**src/rtl/fx2_stream_writer_if.sv**
```systemverilog
`default_nettype none
// ============================================================================
// Module      : fx2_stream_writer_if
// Description : Bundle of the sample-FIFO read side, the FX2 slave-FIFO write
//               side and the status counters of fx2_stream_writer.
//               master = the writer itself, slave = its surroundings.
// Revision    : 1.0 - initial release
// ============================================================================
interface fx2_stream_writer_if;
    logic        enable;        // streaming enable
    logic [15:0] fifo_dout;     // registered head word of the sample FIFO
    logic        fifo_empty;    // sample FIFO empty flag
    logic        fifo_rd;       // pop strobe towards the sample FIFO
    logic        fx2_full_n;    // FX2 FLAGB, low = endpoint full
    logic [15:0] fx2_fd;        // FX2 data bus
    logic        fx2_slwr_n;    // FX2 write strobe
    logic        fx2_pktend_n;  // FX2 packet-end strobe
    logic [9:0]  word_cnt;      // words in the packet being built
    logic [15:0] pkt_cnt;       // committed packets

    modport master (
        input  enable, fifo_dout, fifo_empty, fx2_full_n,
        output fifo_rd, fx2_fd, fx2_slwr_n, fx2_pktend_n, word_cnt, pkt_cnt
    );

    modport slave (
        output enable, fifo_dout, fifo_empty, fx2_full_n,
        input  fifo_rd, fx2_fd, fx2_slwr_n, fx2_pktend_n, word_cnt, pkt_cnt
    );
endinterface
`default_nettype wire

```
**src/rtl/fx2_stream_writer.sv**
```systemverilog
`default_nettype none
// ============================================================================
// Module      : fx2_stream_writer
// Description : Pops 16-bit words from the sample FIFO and writes them into
//               the FX2 synchronous slave FIFO as fixed-size bulk packets.
//               Partial packets are committed with PKTEND after an idle
//               timeout or when streaming is disabled.
// Revision    : 1.0 - initial release
// ============================================================================
module fx2_stream_writer #(
    parameter int PKT_WORDS      = 256,   // words per full packet, power of two
    parameter int TIMEOUT_CYCLES = 4096   // idle cycles before a short packet
) (
    input  wire                 fifo_clk,
    input  wire                 reset_,
    fx2_stream_writer_if.master fx2_io
);

    localparam int              c_IDLE_W    = (TIMEOUT_CYCLES > 2) ? $clog2(TIMEOUT_CYCLES) : 1;
    localparam logic [9:0]      c_LAST_WORD = 10'(PKT_WORDS - 1);
    localparam logic [c_IDLE_W-1:0] c_IDLE_LAST = c_IDLE_W'(TIMEOUT_CYCLES - 1);
    localparam logic [c_IDLE_W-1:0] c_IDLE_MAX  = '1;
    localparam logic [c_IDLE_W-1:0] c_IDLE_ONE  = c_IDLE_W'(1);

    typedef enum logic [1:0] {
        ST_IDLE   = 2'd0,
        ST_WRITE  = 2'd1,
        ST_PKTEND = 2'd2
    } state_t;

    state_t              state_q,    state_d;
    logic [15:0]         hold_q,     hold_d;
    logic [9:0]          word_cnt_q, word_cnt_d;
    logic [15:0]         pkt_cnt_q,  pkt_cnt_d;
    logic [c_IDLE_W-1:0] idle_cnt_q, idle_cnt_d;

    logic w_pop_ok;
    logic w_pop;
    logic w_slwr_n;
    logic w_pktend_n;

    // A word may be taken only while streaming is on and the FIFO has data.
    assign w_pop_ok = fx2_io.enable & ~fx2_io.fifo_empty;

    // State, held word and counters; asynchronous clear abandons any partial packet.
    always_ff @(posedge fifo_clk or negedge reset_) begin
        if (!reset_) begin
            state_q    <= ST_IDLE;
            hold_q     <= '0;
            word_cnt_q <= '0;
            pkt_cnt_q  <= '0;
            idle_cnt_q <= '0;
        end else begin
            state_q    <= state_d;
            hold_q     <= hold_d;
            word_cnt_q <= word_cnt_d;
            pkt_cnt_q  <= pkt_cnt_d;
            idle_cnt_q <= idle_cnt_d;
        end
    end

    // Next-state, pop and FX2 strobe decode.
    always_comb begin
        state_d    = state_q;
        hold_d     = hold_q;
        word_cnt_d = word_cnt_q;
        pkt_cnt_d  = pkt_cnt_q;
        idle_cnt_d = idle_cnt_q;
        w_pop      = 1'b0;
        w_slwr_n   = 1'b1;
        w_pktend_n = 1'b1;

        case (state_q)
            ST_IDLE: begin
                // Only a packet with data in it can time out.
                if ((word_cnt_q != '0) && (idle_cnt_q != c_IDLE_MAX)) begin
                    idle_cnt_d = idle_cnt_q + c_IDLE_ONE;
                end
                if (w_pop_ok && fx2_io.fx2_full_n) begin
                    w_pop   = 1'b1;
                    hold_d  = fx2_io.fifo_dout;
                    state_d = ST_WRITE;
                end else if ((word_cnt_q != '0) &&
                             (!fx2_io.enable || (idle_cnt_q == c_IDLE_LAST))) begin
                    state_d = ST_PKTEND;
                end
            end

            ST_WRITE: begin
                // The held word goes out even if enable has dropped meanwhile.
                w_slwr_n = ~fx2_io.fx2_full_n;
                if (fx2_io.fx2_full_n) begin
                    idle_cnt_d = '0;
                    if (word_cnt_q == c_LAST_WORD) begin
                        // FX2 commits a full packet on its own; no PKTEND.
                        word_cnt_d = '0;
                        pkt_cnt_d  = pkt_cnt_q + 16'd1;
                        state_d    = ST_IDLE;
                    end else begin
                        word_cnt_d = word_cnt_q + 10'd1;
                        if (w_pop_ok) begin
                            w_pop  = 1'b1;
                            hold_d = fx2_io.fifo_dout;
                        end else begin
                            state_d = ST_IDLE;
                        end
                    end
                end
            end

            ST_PKTEND: begin
                w_pktend_n = ~fx2_io.fx2_full_n;
                if (fx2_io.fx2_full_n) begin
                    word_cnt_d = '0;
                    pkt_cnt_d  = pkt_cnt_q + 16'd1;
                    idle_cnt_d = '0;
                    state_d    = ST_IDLE;
                end
            end

            default: begin
                state_d = ST_IDLE;
            end
        endcase
    end

    // The pop strobe is forced low while reset is held so no word is lost
    // from the sample FIFO without being captured.
    assign fx2_io.fifo_rd      = w_pop & reset_;
    assign fx2_io.fx2_fd       = hold_q;
    assign fx2_io.fx2_slwr_n   = w_slwr_n;
    assign fx2_io.fx2_pktend_n = w_pktend_n;
    assign fx2_io.word_cnt     = word_cnt_q;
    assign fx2_io.pkt_cnt      = pkt_cnt_q;

endmodule
`default_nettype wire

```
**src/flat_wrapper.sv**
```systemverilog
// flat-port wrapper written by rule: the top's interface ports become plain ports
module fx2_stream_writer_flat 
#(
    parameter int PKT_WORDS      = 256,                                         
    parameter int TIMEOUT_CYCLES = 4096                                       
)
  (fifo_clk, reset_, fx2_io_enable, fx2_io_fifo_dout, fx2_io_fifo_empty, fx2_io_fx2_full_n, fx2_io_fifo_rd, fx2_io_fx2_fd, fx2_io_fx2_slwr_n, fx2_io_fx2_pktend_n, fx2_io_word_cnt, fx2_io_pkt_cnt);
  fx2_stream_writer_if fx2_io_i ();
  input  wire fifo_clk;
  input  wire reset_;
  input wire logic [$bits(fx2_io_i.enable)-1:0] fx2_io_enable;
  input wire logic [$bits(fx2_io_i.fifo_dout)-1:0] fx2_io_fifo_dout;
  input wire logic [$bits(fx2_io_i.fifo_empty)-1:0] fx2_io_fifo_empty;
  input wire logic [$bits(fx2_io_i.fx2_full_n)-1:0] fx2_io_fx2_full_n;
  output wire logic [$bits(fx2_io_i.fifo_rd)-1:0] fx2_io_fifo_rd;
  output wire logic [$bits(fx2_io_i.fx2_fd)-1:0] fx2_io_fx2_fd;
  output wire logic [$bits(fx2_io_i.fx2_slwr_n)-1:0] fx2_io_fx2_slwr_n;
  output wire logic [$bits(fx2_io_i.fx2_pktend_n)-1:0] fx2_io_fx2_pktend_n;
  output wire logic [$bits(fx2_io_i.word_cnt)-1:0] fx2_io_word_cnt;
  output wire logic [$bits(fx2_io_i.pkt_cnt)-1:0] fx2_io_pkt_cnt;
  assign fx2_io_i.enable = fx2_io_enable;
  assign fx2_io_i.fifo_dout = fx2_io_fifo_dout;
  assign fx2_io_i.fifo_empty = fx2_io_fifo_empty;
  assign fx2_io_i.fx2_full_n = fx2_io_fx2_full_n;
  assign fx2_io_fifo_rd = fx2_io_i.fifo_rd;
  assign fx2_io_fx2_fd = fx2_io_i.fx2_fd;
  assign fx2_io_fx2_slwr_n = fx2_io_i.fx2_slwr_n;
  assign fx2_io_fx2_pktend_n = fx2_io_i.fx2_pktend_n;
  assign fx2_io_word_cnt = fx2_io_i.word_cnt;
  assign fx2_io_pkt_cnt = fx2_io_i.pkt_cnt;
  fx2_stream_writer #(.PKT_WORDS(PKT_WORDS), .TIMEOUT_CYCLES(TIMEOUT_CYCLES)) u_core (.fifo_clk(fifo_clk), .reset_(reset_), .fx2_io(fx2_io_i));
endmodule
```
**config.mk**
```make
export PLATFORM = sky130hd
export DESIGN_NAME = fx2_stream_writer_flat
export DESIGN_NICKNAME = d
export VERILOG_FILES = /design/src/rtl/fx2_stream_writer_if.sv /design/src/rtl/fx2_stream_writer.sv /design/src/flat_wrapper.sv
export SDC_FILE = /design/constraint.sdc
export NUM_CORES = 1
export LEC_CHECK = 0
export CORE_ASPECT_RATIO = 0.7
export CORE_MARGIN = 2
export CORE_UTILIZATION = 51
export CTS_CLUSTER_SIZE = 30
export DETAILED_ROUTE_END_ITERATION = 7
export PLACE_DENSITY = 0.8
export SLEW_MARGIN = 25
export SYNTH_ARGS = -nofsm -noshare
export SYNTH_HDL_FRONTEND = slang
export SYNTH_SLANG_ARGS = --single-unit
export TNS_END_PERCENT = 10
```
**constraint.sdc**
```tcl
create_clock -name fifo_clk -period 5.25 [get_ports fifo_clk]
set_clock_uncertainty 0.1 [all_clocks]
set_input_delay 0.7875 -clock fifo_clk [delete_from_list [all_inputs] [get_ports fifo_clk]]
set_output_delay 0.7875 -clock fifo_clk [all_outputs]
set_load 0.02 [all_outputs]
```
==> summary.md <==
| Metric | Value |
|---|---|
| Switching Share | 40.6% |
| Cell Area, Synth | 0.00303 mm^2 |
| Async S/R FF share, synth | 100% |
| Final cell count without fillers | 424 |
| Part of the power in the clock network | 13.8% |
| Final wirelength | 6.61 mm |
| Core area | 0.00573 mm^2 |
| Clock sinks | 56 |
| Layout cell share with drive strength beyond 1 | 12.0% |
| N_diodes | 0 |
| P_leak | 0.00167 uW |
| Wire length of the first global-routing pass | 11.0 mm |
| Bufs and invs on worst path | 2 |
| I/O pins | 66 |
| Wirelength per Cell | 15.6 um |
| Crit path max-delay cell type | clkdlybuf4s50_1 |
| R2R setup slack | 2.81 ns |
| CTS H-tree lvls | 2 |
| Distinct cell type count after synthesis | 51 |
| Reg2reg start | u_core.state_q[1]$_DFFE_PN0P_ |
| Row Count | 23 |
| Comb power frac | 47.8% |
| Cell repeated most along the worst path | clkdlybuf4s50_1 |
| Iter 0 DRT Violations | 159 |
| Clk_lat worst skew | 0.33 ns |
| Cell Chain, Critical Path | clkdlybuf4s50_1, nand2_1, nor3b_1, clkdlybuf4s50_1 |
| Vias per cell | 5.54 |
| Post-CTS Setup Inserts | 0 |
| GPL Wtd Cong | 0.814 |
| VDD IR-drop max | 0.284 mV |
| CP top delay family | buffers and inverters |
| Hold_buf cts | 0 |
| Synth Instances | 286 |
| Final net count | 377 |
| Die width | 96.1 um |
| Setup crit end kind | output pin |
| Worst-margin pin slew | 0.741 ns |
| Final hold vios | 0 |
| Hold Crit Endpoint | u_core.fx2_io.pkt_cnt[7]$_DFFE_PN0P_ |
| Gr ovfl total | 0 |
| Vias in the first global route | 2307 |
| Outcome | finished clean |
| Fmax | 0.269 GHz |
| Largest net degree at the start of global routing | 57 |
| Die ar. | 0.00657 mm^2 |
| Worst stage delay on the critical path | 0.91 ns |
| WHS Path Cells | 1 |
| DP HPWL | 4.64 mm |
| Max Root-Sink Buffers | 2 |
| Worst Path Arrival | 2.83 ns |
| Setup-failing EPs final | 0 |
| Routed Antenna Nets | 0 |
| TNS Setup | 0 ns |
| Total placed cells including tap cells | 416 |
| Slew margin rel. | 50.6% |
| WS Path Type | input port to output pin |
| Critical Path RT | 4.36 ns |
| CTS clk-pin slew, worst paths | 0.10 ns |
| Pre-Repair DR Iteration Count | 4 |
| Cts bufs inserted | 5 |
| Mapped Avg Cell Area | 10.6 um^2 |
| Initial antenna violation count | 0 |
| DP Area | 0.00370 mm^2 |
| R2r worst-path depth | 7 |
| Synthesis-to-layout area growth | 25.1% |
| Yosys reg bits | 56 |
| Detailed-route DRC error count | 0 |
| Max Cap Violations | 0 |
| Final min period | 3.72 ns |
| Final cycle utilization of the critical path | 70.9% |
| HP Start | u_core.fx2_io.pkt_cnt[7]$_DFFE_PN0P_ |
| EDFF count, synth | 0 |
| Die Height | 68.4 um |
| Power Dens Cells | 468 mW/mm^2 |
| Worst setup SP type | input port |
| FF-to-FF End | u_core.fx2_io.pkt_cnt[15]$_DFFE_PN0P_ |
| Synthesized Nets | 315 |
| GRT Total Usage | 22.3% |
| Psw | 719 uW |
| TritonCTS clock tree | built |
| Starting density of the core | 52.8% |
| CTS root buffer | clkbuf_8 |
| Int Pwr | 1050 uW |
| Slew Limit Fails | 0 |
| Post-synthesis sequential area ratio | 46.3% |
| RSZ-0062 raised after global routing | false |
| # resized after CTS | 0 |
| Post-route design area | 0.00379 mm^2 |
| Flop pwr share | 38.4% |
| Vias post-DR | 2350 |
| Primary FF master, synth | dfrtp_1 |
| Number of port buffers | 65 |
| Worst hold path type | flip-flop to flip-flop |
| Synth warn | 0 |
| Total power | 1770 uW |
| Max FO, Critical Path | 20 |
## routing by layer
layer | vias to the layer above | share of wire (%) | wire [um] | GRT usage (%)
met5 | - | 0 | 0 | 0
met4 | 0 | 1.5 | 101 | 8.04
met3 | 8 | 6.3 | 414 | 6.28
met2 | 72 | 42 | 2810 | 30.9
met1 | 1122 | 50 | 3280 | 33.1
li1 | 1148 | - | - | -
## layout make-up
cell class	count	area [um^2]
Multi-Input combinational cell	207	1500
Inverter	12	45.0
Fill cell	445	1940
Timing Repair Buffer	66	653
Clock inverter	2	16.3
Sequential cell	56	1400
Tap cell	75	93.8
Clock buffer	6	72.6
## sequential cells by signal, indices dropped and copies added (netlist names)
signal and flops:
u_core.fx2_io.fx2_fd 16, u_core.fx2_io.pkt_cnt 16, u_core.idle_cnt_q 12, u_core.fx2_io.word_cnt 10
u_core.state_q 2
## cell families (layout without fill, tap and decap cells)
| logic type | Yosys count | in the layout | share of synthesized area [%] |
|---|---|---|---|
| flip-flops | 56 | 56 | 46.3 |
| adder cells (fa/ha/maj) | 8 | 8 | 3.31 |
| buffers and inverters | 23 | 86 | 3.97 |
| XOR/XNOR | 19 | 19 | 5.50 |
| AO/OA/AOI/OAI | 45 | 45 | 11.3 |
| multiplexers | 24 | 24 | 9.97 |
| AND/OR/NAND/NOR | 111 | 111 | 19.7 |
## synth_stat cells, types with 2 or more instances
cell type,count,share of area (%)
dfrtp_1,56,46
nand2_1,25,3.1
nor2_1,21,2.6
nand3_1,18,3.0
inv_1,12,1.5
xnor2_1,11,3.2
a21oi_1,10,1.7
mux2_4,10,5.0
nor3_1,10,1.7
mux2_2,9,3.3
ha_1,8,3.3
xor2_1,8,2.3
and3_1,7,1.4
nand4_1,6,1.2
o21ai_0,6,0.99
mux2i_1,5,1.7
nor2b_1,5,1.0
o22ai_1,5,1.0
buf_4,4,0.99
nor3b_1,4,0.99
a211o_1,3,0.87
a22o_1,3,0.87
a41oi_1,3,0.87
buf_2,3,0.50
a221o_1,2,0.66
and4_4,2,0.74
buf_6,2,0.74
clkbuf_1,2,0.25
o311ai_0,2,0.58
o41ai_1,2,0.58
or2_2,2,0.41
## power by group through the flow
stage	logic, uW	clock network, uW	registers [uW]
floorplan	445	0	769
global placement	826	0	680
detailed placement	847	0	684
CTS	850	250	679
global route	923	266	700
finish	847	245	681
## cells in the final DEF (no fill, tap or decap), drive strengths merged, types with 2 or more instances in the layout
cell type / Yosys / final
o311ai: 2 / 2
o41ai: 2 / 2
nand4: 6 / 6
inv: 12 / 12
and3: 9 / 9
o22ai: 5 / 5
ha: 8 / 8
nor3: 10 / 10
a221o: 2 / 2
a211oi: 2 / 2
nand3: 19 / 19
clkdlybuf4s50: 0 / 64
clkbuf: 2 / 6
or2: 2 / 2
a21oi: 10 / 10
mux2: 19 / 19
a211o: 3 / 3
and4: 3 / 3
nor2b: 5 / 5
buf: 9 / 2
nor3b: 4 / 4
dfrtp: 56 / 56
nand2: 26 / 26
xor2: 8 / 8
mux2i: 5 / 5
a41oi: 3 / 3
a22o: 3 / 3
xnor2: 11 / 11
nor2: 21 / 21
o21ai: 6 / 6
## worst max-delay path by stage
| stage | startpoint | end | slack, ns | depth (start not counted) |
|---|---|---|---|---|
| floorplan | fx2_io_fx2_full_n | fx2_io_fifo_rd | 2.53 | 4 |
| global route | fx2_io_fx2_full_n | fx2_io_fifo_rd | 1.41 | 4 |
| finish | fx2_io_fx2_full_n | fx2_io_fifo_rd | 1.53 | 4 |
| global placement | fx2_io_fx2_full_n | fx2_io_fifo_rd | 1.67 | 4 |
| CTS | fx2_io_fx2_full_n | fx2_io_fifo_rd | 1.57 | 4 |
| detailed placement | fx2_io_fx2_full_n | fx2_io_fifo_rd | 1.56 | 4 |
## through the flow
step / hold WS, ns / setup WS (ns) / util [%]
3_5_place_dp: 0.380 / 1.56 / 64.6
2_1_floorplan: 0.344 / 2.53 / -
6_report: 0.395 / 1.53 / 66.1
3_3_place_gp: 0.364 / 1.67 / 64.6
4_1_cts: 0.395 / 1.57 / 66.1
5_1_grt: 0.405 / 1.41 / 66.1
Power figures use the tool's default switching activity.
